`config.mk`:
```
export PLATFORM = sky130hd
export DESIGN_NAME = id_exec_control_flat
export DESIGN_NICKNAME = d
export VERILOG_FILES = /design/src/rtl/id_exec_control_pkg.sv /design/src/rtl/id_exec_control_if.sv /design/src/rtl/id_exec_control_cond_check.sv /design/src/rtl/id_exec_control.sv /design/src/flat_wrapper.sv
export SDC_FILE = /design/constraint.sdc
export NUM_CORES = 1
export LEC_CHECK = 0
export CAP_MARGIN = 20
export CORE_MARGIN = 3
export CORE_UTILIZATION = 51
export CTS_BUF_LIST = sky130_fd_sc_hd__clkbuf_4
export CTS_CLUSTER_DIAMETER = 200
export DETAILED_ROUTE_END_ITERATION = 8
export GPL_TIMING_DRIVEN = 0
export PLACE_DENSITY = 0.86
export SLEW_MARGIN = 20
export SYNTH_ARGS = -nofsm -noshare
export SYNTH_HDL_FRONTEND = slang
export SYNTH_SLANG_ARGS = --single-unit
```
`constraint.sdc`:
```
create_clock -name clk -period 5.3 [get_ports clk]
set_input_delay 0.795 -clock clk [delete_from_list [all_inputs] [get_ports clk]]
set_output_delay 0.795 -clock clk [all_outputs]
set_load 0.01 [all_outputs]
```
`src/rtl/id_exec_control_pkg.sv`:
```
// id_exec_control_pkg: shared ALU command, mode and condition codes plus the ID/EX control record
package id_exec_control_pkg;

    localparam logic [3:0] ALU_NOP = 4'b0000;
    localparam logic [3:0] ALU_MOV = 4'b0001;
    localparam logic [3:0] ALU_MVN = 4'b1001;
    localparam logic [3:0] ALU_ADD = 4'b0010;
    localparam logic [3:0] ALU_ADC = 4'b0011;
    localparam logic [3:0] ALU_SUB = 4'b0100;
    localparam logic [3:0] ALU_SBC = 4'b0101;
    localparam logic [3:0] ALU_AND = 4'b0110;
    localparam logic [3:0] ALU_ORR = 4'b0111;
    localparam logic [3:0] ALU_EOR = 4'b1000;

    localparam logic [3:0] OP_AND = 4'b0000;
    localparam logic [3:0] OP_EOR = 4'b0001;
    localparam logic [3:0] OP_SUB = 4'b0010;
    localparam logic [3:0] OP_ADD = 4'b0100;
    localparam logic [3:0] OP_ADC = 4'b0101;
    localparam logic [3:0] OP_SBC = 4'b0110;
    localparam logic [3:0] OP_TST = 4'b1000;
    localparam logic [3:0] OP_CMP = 4'b1010;
    localparam logic [3:0] OP_ORR = 4'b1100;
    localparam logic [3:0] OP_MOV = 4'b1101;
    localparam logic [3:0] OP_MVN = 4'b1111;

    localparam logic [1:0] MODE_DP  = 2'b00;
    localparam logic [1:0] MODE_MEM = 2'b01;
    localparam logic [1:0] MODE_BR  = 2'b10;

    localparam logic [3:0] COND_EQ = 4'b0000;
    localparam logic [3:0] COND_NE = 4'b0001;
    localparam logic [3:0] COND_CS = 4'b0010;
    localparam logic [3:0] COND_CC = 4'b0011;
    localparam logic [3:0] COND_MI = 4'b0100;
    localparam logic [3:0] COND_PL = 4'b0101;
    localparam logic [3:0] COND_VS = 4'b0110;
    localparam logic [3:0] COND_VC = 4'b0111;
    localparam logic [3:0] COND_HI = 4'b1000;
    localparam logic [3:0] COND_LS = 4'b1001;
    localparam logic [3:0] COND_GE = 4'b1010;
    localparam logic [3:0] COND_LT = 4'b1011;
    localparam logic [3:0] COND_GT = 4'b1100;
    localparam logic [3:0] COND_LE = 4'b1101;
    localparam logic [3:0] COND_AL = 4'b1110;

    typedef struct packed {
        logic [3:0] cmd;
        logic       mem_read;
        logic       mem_write;
        logic       wb_en;
        logic       branch;
        logic       s_update;
        logic       valid;
        logic       illegal;
    } ex_ctrl_t;

    function automatic ex_ctrl_t bubble(input logic ill);
        bubble = '0;
        bubble.illegal = ill;
    endfunction

endpackage

```
`src/rtl/id_exec_control_if.sv`:
```
// id_exec_control_if: decode-stage inputs, hazard controls, ALU flags and EX-stage controls
interface id_exec_control_if;
    logic       id_valid;
    logic [1:0] id_mode;
    logic [3:0] id_opcode;
    logic       id_s;
    logic [3:0] id_cond;
    logic       freeze;
    logic       flush;
    logic       alu_n;
    logic       alu_z;
    logic       alu_c;
    logic       alu_v;
    logic [3:0] ex_exec_command;
    logic       ex_mem_read;
    logic       ex_mem_write;
    logic       ex_wb_en;
    logic       ex_branch;
    logic       ex_s_update;
    logic       ex_valid;
    logic       ex_illegal;
    logic       carry_in;
    logic [3:0] status;

    modport master (
        output id_valid, id_mode, id_opcode, id_s, id_cond, freeze, flush,
               alu_n, alu_z, alu_c, alu_v,
        input  ex_exec_command, ex_mem_read, ex_mem_write, ex_wb_en, ex_branch,
               ex_s_update, ex_valid, ex_illegal, carry_in, status
    );

    modport slave (
        input  id_valid, id_mode, id_opcode, id_s, id_cond, freeze, flush,
               alu_n, alu_z, alu_c, alu_v,
        output ex_exec_command, ex_mem_read, ex_mem_write, ex_wb_en, ex_branch,
               ex_s_update, ex_valid, ex_illegal, carry_in, status
    );
endinterface

```
`src/rtl/id_exec_control_cond_check.sv`:
```
// cond_check: ARM condition-field evaluation against {N,Z,C,V}
module cond_check
    import id_exec_control_pkg::*;
(
    input  logic [3:0] cond,
    input  logic [3:0] flags,
    output logic       pass
);
    logic w_n, w_z, w_c, w_v;

    assign {w_n, w_z, w_c, w_v} = flags;

    // Condition table; the reserved code 1111 never passes
    always_comb begin
        pass = 1'b0;
        case (cond)
            COND_EQ: pass = w_z;
            COND_NE: pass = !w_z;
            COND_CS: pass = w_c;
            COND_CC: pass = !w_c;
            COND_MI: pass = w_n;
            COND_PL: pass = !w_n;
            COND_VS: pass = w_v;
            COND_VC: pass = !w_v;
            COND_HI: pass = w_c && !w_z;
            COND_LS: pass = !w_c || w_z;
            COND_GE: pass = w_n == w_v;
            COND_LT: pass = w_n != w_v;
            COND_GT: pass = !w_z && (w_n == w_v);
            COND_LE: pass = w_z || (w_n != w_v);
            COND_AL: pass = 1'b1;
            default: pass = 1'b0;
        endcase
    end
endmodule

```
`src/rtl/id_exec_control.sv`:
```
// id_exec_control: decode, condition check, ID/EX control register and status register
module id_exec_control
    import id_exec_control_pkg::*;
(
    input  logic              clk,
    input  logic              rst_n,
    id_exec_control_if.slave  bus
);
    ex_ctrl_t   r_ex;
    logic [3:0] r_status;
    ex_ctrl_t   w_dec;
    ex_ctrl_t   w_next;
    logic [3:0] w_dp_cmd;
    logic       w_dp_ok;
    logic       w_dp_cmp;
    logic [3:0] w_alu;
    logic [3:0] w_eff;
    logic       w_writer;
    logic       w_pass;

    assign w_alu    = {bus.alu_n, bus.alu_z, bus.alu_c, bus.alu_v};
    assign w_writer = r_ex.valid && r_ex.s_update;
    // The instruction in EX has not yet written status, so its flags are forwarded
    assign w_eff    = w_writer ? w_alu : r_status;
    assign w_dp_cmp = (bus.id_opcode == OP_CMP) || (bus.id_opcode == OP_TST);

    cond_check u_cond (
        .cond  (bus.id_cond),
        .flags (w_eff),
        .pass  (w_pass)
    );

    // Data-processing opcode to ALU command map; unmapped opcodes flag illegal
    always_comb begin
        w_dp_cmd = ALU_NOP;
        w_dp_ok  = 1'b1;
        case (bus.id_opcode)
            OP_MOV:  w_dp_cmd = ALU_MOV;
            OP_MVN:  w_dp_cmd = ALU_MVN;
            OP_ADD:  w_dp_cmd = ALU_ADD;
            OP_ADC:  w_dp_cmd = ALU_ADC;
            OP_SUB:  w_dp_cmd = ALU_SUB;
            OP_SBC:  w_dp_cmd = ALU_SBC;
            OP_AND:  w_dp_cmd = ALU_AND;
            OP_ORR:  w_dp_cmd = ALU_ORR;
            OP_EOR:  w_dp_cmd = ALU_EOR;
            OP_CMP:  w_dp_cmd = ALU_SUB;
            OP_TST:  w_dp_cmd = ALU_AND;
            default: w_dp_ok  = 1'b0;
        endcase
    end

    // Mode decode into the EX control record
    always_comb begin
        w_dec       = '0;
        w_dec.valid = 1'b1;
        case (bus.id_mode)
            MODE_DP: begin
                w_dec.cmd      = w_dp_cmd;
                w_dec.wb_en    = !w_dp_cmp;
                w_dec.s_update = bus.id_s || w_dp_cmp;
            end
            MODE_MEM: begin
                w_dec.cmd       = ALU_ADD;
                w_dec.mem_read  = bus.id_s;
                w_dec.mem_write = !bus.id_s;
                w_dec.wb_en     = bus.id_s;
            end
            MODE_BR: w_dec.branch = 1'b1;
            default: w_dec = bubble(1'b1);
        endcase
        if (bus.id_mode == MODE_DP && !w_dp_ok) w_dec = bubble(1'b1);
    end

    // Flush beats freeze beats capture; squashed or unpredicated slots become clean bubbles
    always_comb begin
        w_next = bus.flush                 ? bubble(1'b0) :
                 bus.freeze                ? r_ex :
                 (!bus.id_valid || !w_pass) ? bubble(1'b0) : w_dec;
    end

    // ID/EX pipeline register
    always_ff @(posedge clk or negedge rst_n) begin
        if (!rst_n) r_ex <= '0;
        else        r_ex <= w_next;
    end

    // Status register takes the EX flags whenever a flag writer retires, freeze or not
    always_ff @(posedge clk or negedge rst_n) begin
        if (!rst_n)                     r_status <= '0;
        else if (w_writer && !bus.flush) r_status <= w_alu;
    end

    assign bus.ex_exec_command = r_ex.cmd;
    assign bus.ex_mem_read     = r_ex.mem_read;
    assign bus.ex_mem_write    = r_ex.mem_write;
    assign bus.ex_wb_en        = r_ex.wb_en;
    assign bus.ex_branch       = r_ex.branch;
    assign bus.ex_s_update     = r_ex.s_update;
    assign bus.ex_valid        = r_ex.valid;
    assign bus.ex_illegal      = r_ex.illegal;
    assign bus.status          = r_status;
    assign bus.carry_in        = r_status[1];
endmodule

```
`src/flat_wrapper.sv`:
```
// flat-port wrapper written by rule: the top's interface ports become plain ports
module id_exec_control_flat import id_exec_control_pkg::*;
  (clk, rst_n, bus_id_valid, bus_id_mode, bus_id_opcode, bus_id_s, bus_id_cond, bus_freeze, bus_flush, bus_alu_n, bus_alu_z, bus_alu_c, bus_alu_v, bus_ex_exec_command, bus_ex_mem_read, bus_ex_mem_write, bus_ex_wb_en, bus_ex_branch, bus_ex_s_update, bus_ex_valid, bus_ex_illegal, bus_carry_in, bus_status);
  id_exec_control_if bus_i ();
  input  logic clk;
  input  logic rst_n;
  input wire logic [$bits(bus_i.id_valid)-1:0] bus_id_valid;
  input wire logic [$bits(bus_i.id_mode)-1:0] bus_id_mode;
  input wire logic [$bits(bus_i.id_opcode)-1:0] bus_id_opcode;
  input wire logic [$bits(bus_i.id_s)-1:0] bus_id_s;
  input wire logic [$bits(bus_i.id_cond)-1:0] bus_id_cond;
  input wire logic [$bits(bus_i.freeze)-1:0] bus_freeze;
  input wire logic [$bits(bus_i.flush)-1:0] bus_flush;
  input wire logic [$bits(bus_i.alu_n)-1:0] bus_alu_n;
  input wire logic [$bits(bus_i.alu_z)-1:0] bus_alu_z;
  input wire logic [$bits(bus_i.alu_c)-1:0] bus_alu_c;
  input wire logic [$bits(bus_i.alu_v)-1:0] bus_alu_v;
  output wire logic [$bits(bus_i.ex_exec_command)-1:0] bus_ex_exec_command;
  output wire logic [$bits(bus_i.ex_mem_read)-1:0] bus_ex_mem_read;
  output wire logic [$bits(bus_i.ex_mem_write)-1:0] bus_ex_mem_write;
  output wire logic [$bits(bus_i.ex_wb_en)-1:0] bus_ex_wb_en;
  output wire logic [$bits(bus_i.ex_branch)-1:0] bus_ex_branch;
  output wire logic [$bits(bus_i.ex_s_update)-1:0] bus_ex_s_update;
  output wire logic [$bits(bus_i.ex_valid)-1:0] bus_ex_valid;
  output wire logic [$bits(bus_i.ex_illegal)-1:0] bus_ex_illegal;
  output wire logic [$bits(bus_i.carry_in)-1:0] bus_carry_in;
  output wire logic [$bits(bus_i.status)-1:0] bus_status;
  assign bus_i.id_valid = bus_id_valid;
  assign bus_i.id_mode = bus_id_mode;
  assign bus_i.id_opcode = bus_id_opcode;
  assign bus_i.id_s = bus_id_s;
  assign bus_i.id_cond = bus_id_cond;
  assign bus_i.freeze = bus_freeze;
  assign bus_i.flush = bus_flush;
  assign bus_i.alu_n = bus_alu_n;
  assign bus_i.alu_z = bus_alu_z;
  assign bus_i.alu_c = bus_alu_c;
  assign bus_i.alu_v = bus_alu_v;
  assign bus_ex_exec_command = bus_i.ex_exec_command;
  assign bus_ex_mem_read = bus_i.ex_mem_read;
  assign bus_ex_mem_write = bus_i.ex_mem_write;
  assign bus_ex_wb_en = bus_i.ex_wb_en;
  assign bus_ex_branch = bus_i.ex_branch;
  assign bus_ex_s_update = bus_i.ex_s_update;
  assign bus_ex_valid = bus_i.ex_valid;
  assign bus_ex_illegal = bus_i.ex_illegal;
  assign bus_carry_in = bus_i.carry_in;
  assign bus_status = bus_i.status;
  id_exec_control u_core (.clk(clk), .rst_n(rst_n), .bus(bus_i));
endmodule
```
# ---- Yosys cells after proc, flatten, opt, wreduce, memory -nomap -nowiden
# Cells that the tools add are included.
dict set report word_totals {
  ff_bits 15
  out_inout_bits 16
}
dict set report classes {
  eq_ne 29
  n_mux 14
  n_reduce_logical 27
}
# operator count
set ops {}
lappend ops {{4-bit equality test, second input constant} 12}
lappend ops {{11-bit 2-to-1 mux} 4}
lappend ops {{4-bit one-hot mux with 9 select lines} 1}
lappend ops {{4-bit by 3-bit equality test with 1-bit output, second input constant} 7}
lappend ops {{1-bit one-hot mux with 15 select lines} 1}
lappend ops {{4-bit by 2-bit equality test with 1-bit output, second input constant} 3}
lappend ops {{11-bit OR reduction} 1}
lappend ops {{1-bit zero test} 10}
lappend ops {{4-bit by 1-bit equality test with 1-bit output, second input constant} 2}
lappend ops {{4-bit zero test} 2}
lappend ops {{4-bit one-hot mux with 2 select lines} 1}
lappend ops {{1-bit logical AND} 5}
lappend ops {{1-bit logical OR} 5}
lappend ops {{2-bit 2-to-1 mux} 2}
lappend ops {{4-bit 2-to-1 mux} 1}
lappend ops {{2-bit OR reduction} 2}
lappend ops {{1-bit 2-to-1 mux} 3}
lappend ops {{3-bit OR reduction} 1}
lappend ops {{2-bit by 1-bit equality test with 1-bit output, second input constant} 1}
lappend ops {{2-bit equality test, second input constant} 1}
lappend ops {{2-bit zero test} 1}
lappend ops {{2-bit by 1-bit inequality test with 1-bit output, second input constant} 1}
lappend ops {{1-bit one-hot mux with 2 select lines} 1}
lappend ops {{1-bit equality test} 1}
lappend ops {{1-bit inequality test} 1}

# ---- Depth between registers and ports, before layout
# Gate-level depths: netlist of run 1.
dict set report logic_depth {
  word_depth 10
  mapped_depth 8
  ltp_nobuf 6
}

# ---- Hierarchy
# A second synthesis of run 1 with hierarchy kept.
dict set report hier_totals {
  hier_cells 106
  hier_area_um2 1028.5
}
# module instances cells_per_inst area_each_um2 seq_area_each_um2
set modules_own_cells {}
lappend modules_own_cells {id_exec_control 1 78 834.6 375.4}
lappend modules_own_cells {cond_check 1 28 193.9 0.0}

# ---- Worst setup path before layout of run 1
# Ideal clock, no wire load.
dict set report synth_path {
  path_kind {input -> register}
  startpoint {input bus_id_cond[1]}
  endpoint {register u_core.r_ex, in the netlist u_core.bus.ex_branch}
  setup_ns 0.110
  arrival_ns 2.135
  setup_slack_ns 3.055
  cell_stages 7
  path_buffers 2
  path_cell_list {clkbuf_2 -> inv_1 -> or4_1 -> a21oi_1 -> a311oi_2 -> buf_6 -> o41ai_1}
}
dict set report synth_between {
  elab_chain_cells 7
  elab_cells_between_ends 21
}
# item line_no
set synth_rtl {}
lappend synth_rtl {{from (decl)} flat_wrapper.sv:11} ;# input wire logic [$bits(bus_i.id_cond)-1:0] bus_id_cond;
lappend synth_rtl {{4-bit equality test (tied with other cells)} id_exec_control_cond_check.sv:16} ;# case (cond)
lappend synth_rtl {{1-bit one-hot mux with 15 select lines *} id_exec_control_cond_check.sv:16}
lappend synth_rtl {{1-bit zero test *} id_exec_control.sv:79} ;# (!bus.id_valid || !w_pass) ? bubble(1'b0) : w_dec;
lappend synth_rtl {{1-bit logical OR *} id_exec_control.sv:79}
lappend synth_rtl {{11-bit 2-to-1 mux *} id_exec_control.sv:79}
lappend synth_rtl {{11-bit 2-to-1 mux *} id_exec_control.sv:78} ;# bus.freeze ? r_ex :
lappend synth_rtl {{11-bit 2-to-1 mux *} id_exec_control.sv:77} ;# w_next = bus.flush ? bubble(1'b0) :
lappend synth_rtl {{to (signal assigned)} id_exec_control.sv:85} ;# else r_ex <= w_next;
lappend synth_rtl {{to (decl)} id_exec_control.sv:9} ;# ex_ctrl_t r_ex;
# Every way passes the cells marked *; elsewhere a longest branch is shown, timed or not. The select of a mux whose other input is x is not followed.
# A chain may end at the register's enable or synchronous reset.

# ---- Worst setup path after layout of run 1
dict set report layout_path {
  startpoint {input bus_id_cond[2]}
  endpoint {register u_core.r_ex, in the netlist u_core.bus.ex_branch}
}
# The elaborated chain is that of the path after synthesis.

==> results of run 1 <==
[critical path, stage by stage]
cell and delay [ns]:
clkdlybuf4s50_1 0.51, buf_2 0.22, nand2_1 0.08, mux4_2 0.29, nand2_1 0.10, xnor2_1 0.13
a311oi_2 0.15, buf_6 0.18, o41ai_1 0.32
[flip-flops by register name, summed over array words and instances, names as in the netlist]
name,flops
u_core.bus.ex_branch,1
u_core.bus.ex_mem_read,1
u_core.bus.ex_valid,1
u_core.bus.status,4
u_core.bus.ex_illegal,1
u_core.bus.ex_wb_en,1
u_core.bus.ex_mem_write,1
u_core.bus.ex_s_update,1
u_core.bus.ex_exec_command,4
[per-layer routing]
metal,GRT usage [%],vias to the layer above
met5,0,-
met4,10.2,0
met3,2.28,6
met2,38.4,25
met1,28.5,500
li1,-,522
[synthesized netlist by cell type (3+ instances only)]
cell,count,share of area (%)
mux2i_1,5,4.6
nor2_1,5,1.7
o31ai_1,4,2.7
o221ai_1,3,2.4
o21ai_2,5,4.0
nor3_1,3,1.4
nand2_1,18,6.2
mux2_2,4,4.1
dfrtp_1,15,34
clkbuf_1,7,2.4
xnor2_1,3,2.4
a21oi_1,7,3.2
o21ai_0,6,2.7
inv_1,5,1.7
[layout by cell type (no fill, tap or decap), types with 4 or more instances in the layout]
master,count
dfrtp_1,15
o21ai_2,5
inv_1,5
mux2_2,4
nand2_1,18
clkbuf_4,4
nor2_1,5
a21oi_1,7
o31ai_1,4
o21ai_0,6
clkdlybuf4s50_1,30
clkbuf_1,7
mux2i_1,5
[power by group]
| part | internal [mW] | switching (mW) |
|---|---|---|
| combinational | 0.0337 | 0.0361 |
| clock | 0.0344 | 0.0370 |
| sequential | 0.117 | 0.00299 |
| total | 0.185 | 0.0761 |
[cell type report]
class	instances	area, um^2
multi-input cells	93	639
fillers	163	542
flip-flops and latches	15	375
repair buffers	30	300
plain buffers	12	62.6
well taps	27	33.8
clock buffers	4	30.0
inverters	5	18.8
[kinds of logic after synthesis]
| family | count (synthesis) | synth area share [%] |
|---|---|---|
| AND/OR/NAND/NOR | 43 | 20.2 |
| XOR/XNOR | 5 | 4.00 |
| buffers and inverters | 17 | 7.42 |
| AO/OA/AOI/OAI | 35 | 23.4 |
| flip-flops | 15 | 34.2 |
| multiplexers | 10 | 10.7 |
[worst min path at each step]
stage | end | slack, ns | depth (start not counted)
after CTS | u_core.bus.ex_illegal$_DFFE_PN0P_ | 0.49 | 2
after global placement | u_core.bus.ex_branch$_DFFE_PN0P_ | 0.46 | 2
after global routing | u_core.bus.ex_branch$_DFFE_PN0P_ | 0.52 | 2
after detailed placement | u_core.bus.ex_illegal$_DFFE_PN0P_ | 0.47 | 2
final | u_core.bus.ex_branch$_DFFE_PN0P_ | 0.49 | 2
after floorplan | u_core.bus.ex_branch$_DFFE_PN0P_ | 0.50 | 0
[metrics by stage]
step	setup slack, ns	power, mW	cells	util [%]	hold slack (ns)
after CTS	2.70	0.265	186	72.9	0.494
final	2.68	0.261	186	72.9	0.490
after global routing	2.59	0.278	186	72.9	0.521
after detailed placement	2.40	0.192	182	71.4	0.474
after global placement	2.46	0.189	182	71.4	0.460
after floorplan	3.06	0.162	125	-	0.499
==> impl_metrics.yaml, run 1 <==
outcome:
  run_status: "finished, final reports clean"
clock_network:
  clkSinkCount: 15
  tritoncts.num_buffers: 3
  cts_hold_buf: 0
  cts_post_setup_buffers_inserted: 0
  htreeDepth: 1
  clk_pin_slew_ns: 0.09
  root_buffer: "clkbuf_4"
  cts_buffer_depth: 2
  cts-resized-gates: 0
  clock_latency_ns: 0.29
  cts_tree: "yes"
setup_path:
  r2r_cells: 7
  reg2reg_from: "u_core.bus.ex_valid$_DFFE_PN0P_"
  endpoint: "u_core.bus.ex_branch$_DFFE_PN0P_"
  crit_fanout: 10
  worstSetupStartpoint: "bus_id_cond[2]"
  worstReg2RegEnd: "u_core.bus.ex_branch$_DFFE_PN0P_"
  startpoint_type: "input pin"
  crit_path_end_kind: "flip-flop"
  r2r_setup_slack_ns: 3.15
  worstPathRequired_ns: 5.47
  critical_path_arrival_ns: 2.79
  crit_type: "input pin to flip-flop"
global_route:
  grt_antenna_before_repair: 0
  grt_usage_pct: 22.6
  grt_first_pass_wirelength_um: 4570
  grt_pass1_vias: 1003
  grt_max_degree: 16
  overflow: 0
detailed_routing:
  drc: 0
  wl_met1_um: 1210
  route.met3.wl_um: 117
  drt_pre_antenna_iters: 4
  drt-wirelength-per-cell_um: 14.8
  detail-route-antenna-nets: 0
  highest_layer: "met4"
  wl_met2_um: 1380
  vias_per_cell: 5.66
  wl_um: 2750
  vias: 1053
  dr.first_iter.drc_count: 14
timing:
  period_share_pct: 49.4
  slew_viol_final: 0
  tightest_slew_ns: 0.701
  skew_ns: 0.00231
  fin_setup_tns_ns: 0
  slew_headroom_pct: 53.1
  setup_viol: 0
  fin_crit_ns: 2.62
  hold_violations: 0
  fmax_ghz: 0.382
  rsz0062_at_grt: "no"
synthesis:
  synth_edf_count: 0
  synth_cell_types: 40
  synth_fp_nets: 145
  async_flop_share_pct: 100
  yosys_warnings: 0
  synth_cells: 125
  ys.flop_type: "dfrtp_1"
  synth_seq_area_share_pct: 34.2
  ys_seq_elements: 15
  synth_area_um2: 1100
  syn_area_per_cell_um2: 8.77
run:
  drv_cap: 0
power:
  power.density_nw_per_um2: 179
  ir_drop_mv: 0.145
  leakage_nw: 0.627
floorplanning:
  num_rows: 16
  die_h_um: 52.4
  io_pins: 36
  die_area_um2: 2740
  core_um2: 2000
  dieWidth_um: 52.4
  initial_utilization_pct: 54.7
placed_design:
  place.gp.congestion: 0.847
  hpwl_um: 2140
  place_area_um2: 1430
  portBuffers: 30
final_layout:
  fin_area_um2: 1460
  antenna_cells: 0
  nets: 180
  area_delta_synth_final_pct: 33.2
  drive_gt1_share_pct: 16.4
min_path:
  min_from: "u_core.bus.ex_branch$_DFFE_PN0P_"
  hold_path_class: "flip-flop to flip-flop"
Power figures use the tool's default switching activity.
==> run 2: changes to the inputs <==
--- a/config.mk
+++ b/config.mk
@@ -7,12 +7,12 @@
 export LEC_CHECK = 0
 export CAP_MARGIN = 20
 export CORE_MARGIN = 3
-export CORE_UTILIZATION = 51
+export CORE_UTILIZATION = 47
 export CTS_BUF_LIST = sky130_fd_sc_hd__clkbuf_4
 export CTS_CLUSTER_DIAMETER = 200
 export DETAILED_ROUTE_END_ITERATION = 8
 export GPL_TIMING_DRIVEN = 0
-export PLACE_DENSITY = 0.86
+export PLACE_DENSITY = 0.8
 export SLEW_MARGIN = 20
 export SYNTH_ARGS = -nofsm -noshare
 export SYNTH_HDL_FRONTEND = slang
==> constraint.sdc (replaced) <==
create_clock -name clk -period 2.62 [get_ports clk]
set_input_delay 0.393 -clock clk [delete_from_list [all_inputs] [get_ports clk]]
set_output_delay 0.393 -clock clk [all_outputs]
set_load 0.01 [all_outputs]
==> impl_metrics.yaml, run 2 (synthesis results as in run 1) <==
floorplanning:
  die_h_um: 54.3
  num_rows: 16
  core_um2: 2080
  initial_utilization_pct: 52.6
  io_pins: 36
  dieWidth_um: 54.3
  die_area_um2: 2950
setup_path:
  startpoint_type: "input pin"
  r2r_setup_slack_ns: 0.51
  crit_type: "input pin to flip-flop"
  crit_fanout: 10
  critical_path_arrival_ns: 2.33
  worstPathRequired_ns: 2.79
  worstReg2RegEnd: "u_core.bus.ex_branch$_DFFE_PN0P_"
  reg2reg_from: "u_core.bus.ex_valid$_DFFE_PN0P_"
  crit_path_end_kind: "flip-flop"
  r2r_cells: 7
final_layout:
  fin_area_um2: 1460
  final_cells: 186
  area_delta_synth_final_pct: 33.2
  layout_common_cells: "clkdlybuf4s50_1 (30), nand2_1 (18), dfrtp_1 (15)"
  drive_gt1_share_pct: 16.4
  nets: 180
  antenna_cells: 0
  layout_commonest_cell: "clkdlybuf4s50_1"
global_route:
  grt_pass1_vias: 980
  grt_antenna_before_repair: 0
  grt_first_pass_wirelength_um: 4550
  overflow: 0
  grt_usage_pct: 21.4
  grt_max_degree: 16
detailed_routing:
  drt_pre_antenna_iters: 4
  vias: 1057
  dr.first_iter.drc_count: 30
  drc: 0
  detail-route-antenna-nets: 0
  wl_um: 2660
  drt-wirelength-per-cell_um: 14.3
  vias_per_cell: 5.68
timing:
  setup_viol: 0
  hold_violations: 0
  fin_crit_ns: 2.16
  slew_headroom_pct: 56.8
  fmax_ghz: 0.463
  period_share_pct: 82.5
  fin_setup_tns_ns: 0
  skew_ns: 0.00930
  tightest_slew_ns: 0.646
  slew_viol_final: 0
  rsz0062_at_grt: "no"
power:
  power.internal_uw: 374
  p_seq_share_pct: 46.0
  clkPwrFrac_pct: 27.4
  p_sw_share_pct: 28.9
  p_sw_uw: 152
  ir_drop_mv: 0.302
  p_comb_share_pct: 26.6
  power.density_nw_per_um2: 361
  leakage_nw: 0.627
clock_network:
  clkSinkCount: 15
  root_buffer: "clkbuf_4"
  cts_hold_buf: 0
  cts_tree: "yes"
  tritoncts.num_buffers: 3
  cts_post_setup_buffers_inserted: 0
  cts_buffer_depth: 2
  clock_latency_ns: 0.29
  htreeDepth: 1
  clk_pin_slew_ns: 0.09
  cts-resized-gates: 0
min_path:
  hold_path_class: "flip-flop to flip-flop"
  hold_end: "u_core.bus.ex_exec_command[1]$_DFFE_PN0P_"
  min_from: "u_core.bus.ex_exec_command[1]$_DFFE_PN0P_"
  holdPathStages: 2
run:
  drv_cap: 0
outcome:
  run_status: "finished, final reports clean"
placed_design:
  hpwl_um: 2070
  place_area_um2: 1430
  post-place-cells: 182
  place.gp.congestion: 0.838
  portBuffers: 30
-- run 2: cell counts in the layout (fill, tap and decap cells not counted) --
No cell type changed its count.
-- run 2: worst max-delay path by stage --
stage	slack (ns)	cells after the start	from	end
CTS	0.45	8	bus_alu_n	u_core.bus.ex_branch$_DFFE_PN0P_
detailed placement	0.19	8	bus_alu_n	u_core.bus.ex_branch$_DFFE_PN0P_
floorplan	0.67	7	u_core.bus.ex_valid$_DFFE_PN0P_	u_core.bus.ex_branch$_DFFE_PN0P_
finish	0.46	8	bus_alu_n	u_core.bus.ex_branch$_DFFE_PN0P_
global route	0.32	8	bus_alu_n	u_core.bus.ex_branch$_DFFE_PN0P_
global placement	0.19	8	bus_alu_v	u_core.bus.ex_branch$_DFFE_PN0P_
-- run 2: worst max-delay path: stages --
cell	delay, ns
clkdlybuf4s50_1	0.47
xnor2_1	0.17
mux4_2	0.45
nand2_1	0.09
xnor2_1	0.13
a311oi_2	0.14
buf_6	0.18
o41ai_1	0.32
-- run 2: per-stage QoR --
step / hold slack (ns) / power [mW] / setup slack [ns] / util, %
global placement: 0.459 / 0.383 / 0.186 / 68.7
global route: 0.513 / 0.557 / 0.323 / 70.1
finish: 0.483 / 0.527 / 0.458 / 70.1
CTS: 0.480 / 0.531 / 0.447 / 70.1
detailed placement: 0.465 / 0.386 / 0.195 / 68.7
floorplan: 0.0974 / 0.327 / 0.668 / -
-- run 2: final cells by class --
class	count	area [um^2]
plain buffers	12	62.6
well taps	27	33.8
clock buffers	4	30.0
multi-input cells	93	639
flip-flops and latches	15	375
inverters	5	18.8
repair buffers	30	300
fillers	189	622
-- run 2: power by group through the flow --
stage	clock (mW)	sequential (mW)	combinational, mW
2_1_floorplan	0	0.249	0.0779
3_3_place_gp	0	0.247	0.136
3_5_place_dp	0	0.247	0.139
4_1_cts	0.149	0.242	0.140
5_1_grt	0.159	0.244	0.153
6_report	0.144	0.242	0.140
-- run 2: routing by layer --
layer,track usage [%],vias to the layer above,routed length (um)
met4,8.71,0,32
met1,30.4,501,1240
met5,0,-,0
met3,2.45,4,121
met2,33.1,27,1270
li1,-,525,-
==> run 3: changes to the inputs <==
==> constraint.sdc (replaced) <==
create_clock -name clk -period 2.09 [get_ports clk]
set_input_delay 0.3135 -clock clk [delete_from_list [all_inputs] [get_ports clk]]
set_output_delay 0.3135 -clock clk [all_outputs]
set_load 0.01 [all_outputs]
==> impl_metrics.yaml, run 3 (synthesis results as in run 1) <==
clock_network:
  cts_tree: "yes"
  clock_latency_ns: 0.30
  clkSinkCount: 15
  cts_hold_buf: 0
  htreeDepth: 1
  cts_buffer_depth: 2
  root_buffer: "clkbuf_4"
  tritoncts.num_buffers: 3
  clk_pin_slew_ns: 0.10
placed_design:
  pre_cts_slack_ns: -0.256
  portBuffers: 30
  post-place-cells: 182
  place.gp.congestion: 0.838
  place_area_um2: 1430
  hpwl_um: 2070
setup_path:
  crit_slowest_cell: "mux4_2"
  crit_chain: "nand2_4 > mux4_2 > nand2_1 > xnor2_1 > a311oi_2 > buf_6 > o41ai_4"
  worstPathRequired_ns: 2.26
  crit_type: "flip-flop to flip-flop"
  critical_path_arrival_ns: 2.22
  r2r_cells: 7
  startpoint_type: "flip-flop"
  crit_path_end_kind: "flip-flop"
  crit_cells: 7
  crit_path_max_incr_delay_ns: 0.51
  critPathBufInv: 1
  crit_fanout: 10
  crit_family: "multiplexers"
  r2r_setup_slack_ns: 0.04
detailed_routing:
  drt-wirelength-per-cell_um: 16.0
  drc: 0
  drt_pre_antenna_iters: 4
  vias: 1125
  dr.first_iter.drc_count: 28
  detail-route-antenna-nets: 0
  wl_um: 3020
  vias_per_cell: 5.95
floorplanning:
  dieWidth_um: 54.3
  num_rows: 16
  die_area_um2: 2950
  die_h_um: 54.3
  io_pins: 36
  core_um2: 2080
  initial_utilization_pct: 52.6
timing:
  fin_ws_ns: 0.0410
  slew_headroom_pct: 54.9
  period_share_pct: 98.0
  fin_setup_tns_ns: 0
  rsz0062_at_grt: "yes"
  slew_viol_final: 0
  holdWs_ns: 0.365
  setup_viol: 0
  skew_ns: 0.00794
  hold_violations: 0
  fin_crit_ns: 2.05
  fmax_ghz: 0.488
  tightest_slew_ns: 0.674
final_layout:
  antenna_cells: 0
  final_cells: 189
  drive_gt1_share_pct: 21.6
  fin_area_um2: 1530
  fin_util_pct: 73.4
  area_delta_synth_final_pct: 39.5
  nets: 183
  fill_cells: 172
  layout_common_cells: "clkdlybuf4s50_1 (28), nand2_1 (18), dfrtp_1 (13)"
  layout_commonest_cell: "clkdlybuf4s50_1"
power:
  power.internal_uw: 476
  p_sw_share_pct: 30.9
  p_comb_share_pct: 27.9
  ir_drop_mv: 0.474
  leakage_nw: 0.676
  p_sw_uw: 213
  power.density_nw_per_um2: 450
  finalPower_uw: 689
  p_seq_share_pct: 44.1
  clkPwrFrac_pct: 28.0
min_path:
  hold_path_class: "input pin to flip-flop"
  holdPathStages: 2
global_route:
  grt_usage_pct: 21.5
  grt_first_pass_wirelength_um: 4570
  grt_max_degree: 16
  overflow: 0
  grt_pass1_vias: 963
  grt_antenna_before_repair: 0
outcome:
  run_status: "finished, final reports clean"
run:
  drv_cap: 0
-- run 3: cell types whose count changed in the layout (fill, tap and decap cells not counted), sizes merged --
cell and delta:
dlymetal6s2s +2, clkbuf +1, clkdlybuf4s50 -2, buf +2
-- run 3: metal layers --
layer  share of wire, %  up-vias  global-route usage (%)
met3                6.5        7                    2.45
met1                 43      535                    30.2
met4                2.0        0                    8.71
met5                  0        -                       0
li1                   -      530                       -
met2                 49       53                    33.5
-- run 3: timing repair --
action,in CTS,in global routing
resized for setup,3,7
setup buffers,0,3
pin swaps,0,2
endpoints found under the setup margin,3,10
-- run 3: power by group through the flow --
stage | combinational [mW] | clock [mW] | sequential (mW)
2_1_floorplan | 0.0976 | 0 | 0.312
3_3_place_gp | 0.170 | 0 | 0.310
3_5_place_dp | 0.174 | 0 | 0.310
4_1_cts | 0.176 | 0.186 | 0.304
5_1_grt | 0.208 | 0.200 | 0.305
6_report | 0.192 | 0.193 | 0.304
-- run 3: worst paths after layout --
| check | start | endpoint |
|---|---|---|
| max in group asynchronous | rst_n | u_core.bus.ex_valid$_DFFE_PN0P_ |
| worst max register to register | u_core.bus.ex_s_update$_DFFE_PN0P_ | u_core.bus.ex_branch$_DFFE_PN0P_ |
| worst max-delay path | u_core.bus.ex_s_update$_DFFE_PN0P_ | u_core.bus.ex_branch$_DFFE_PN0P_ |
| min in group asynchronous | rst_n | u_core.bus.ex_exec_command[2]$_DFFE_PN0P_ |
| worst min-delay path | bus_alu_n | u_core.bus.status[3]$_DFFE_PN0P_ |
| worst min register to register | u_core.bus.ex_exec_command[1]$_DFFE_PN0P_ | u_core.bus.ex_exec_command[1]$_DFFE_PN0P_ |
-- run 3: cell type report --
cell class	count	area (um^2)	share of cell area, %
Buffer	12	65.1	4.26
Clock buffer	4	30.0	1.96
Inverter	5	18.8	1.23
Multi-Input combinational cell	93	676	44.2
Sequential cell	15	378	24.7
Tap cell	27	33.8	2.21
Timing Repair Buffer	33	328	21.4
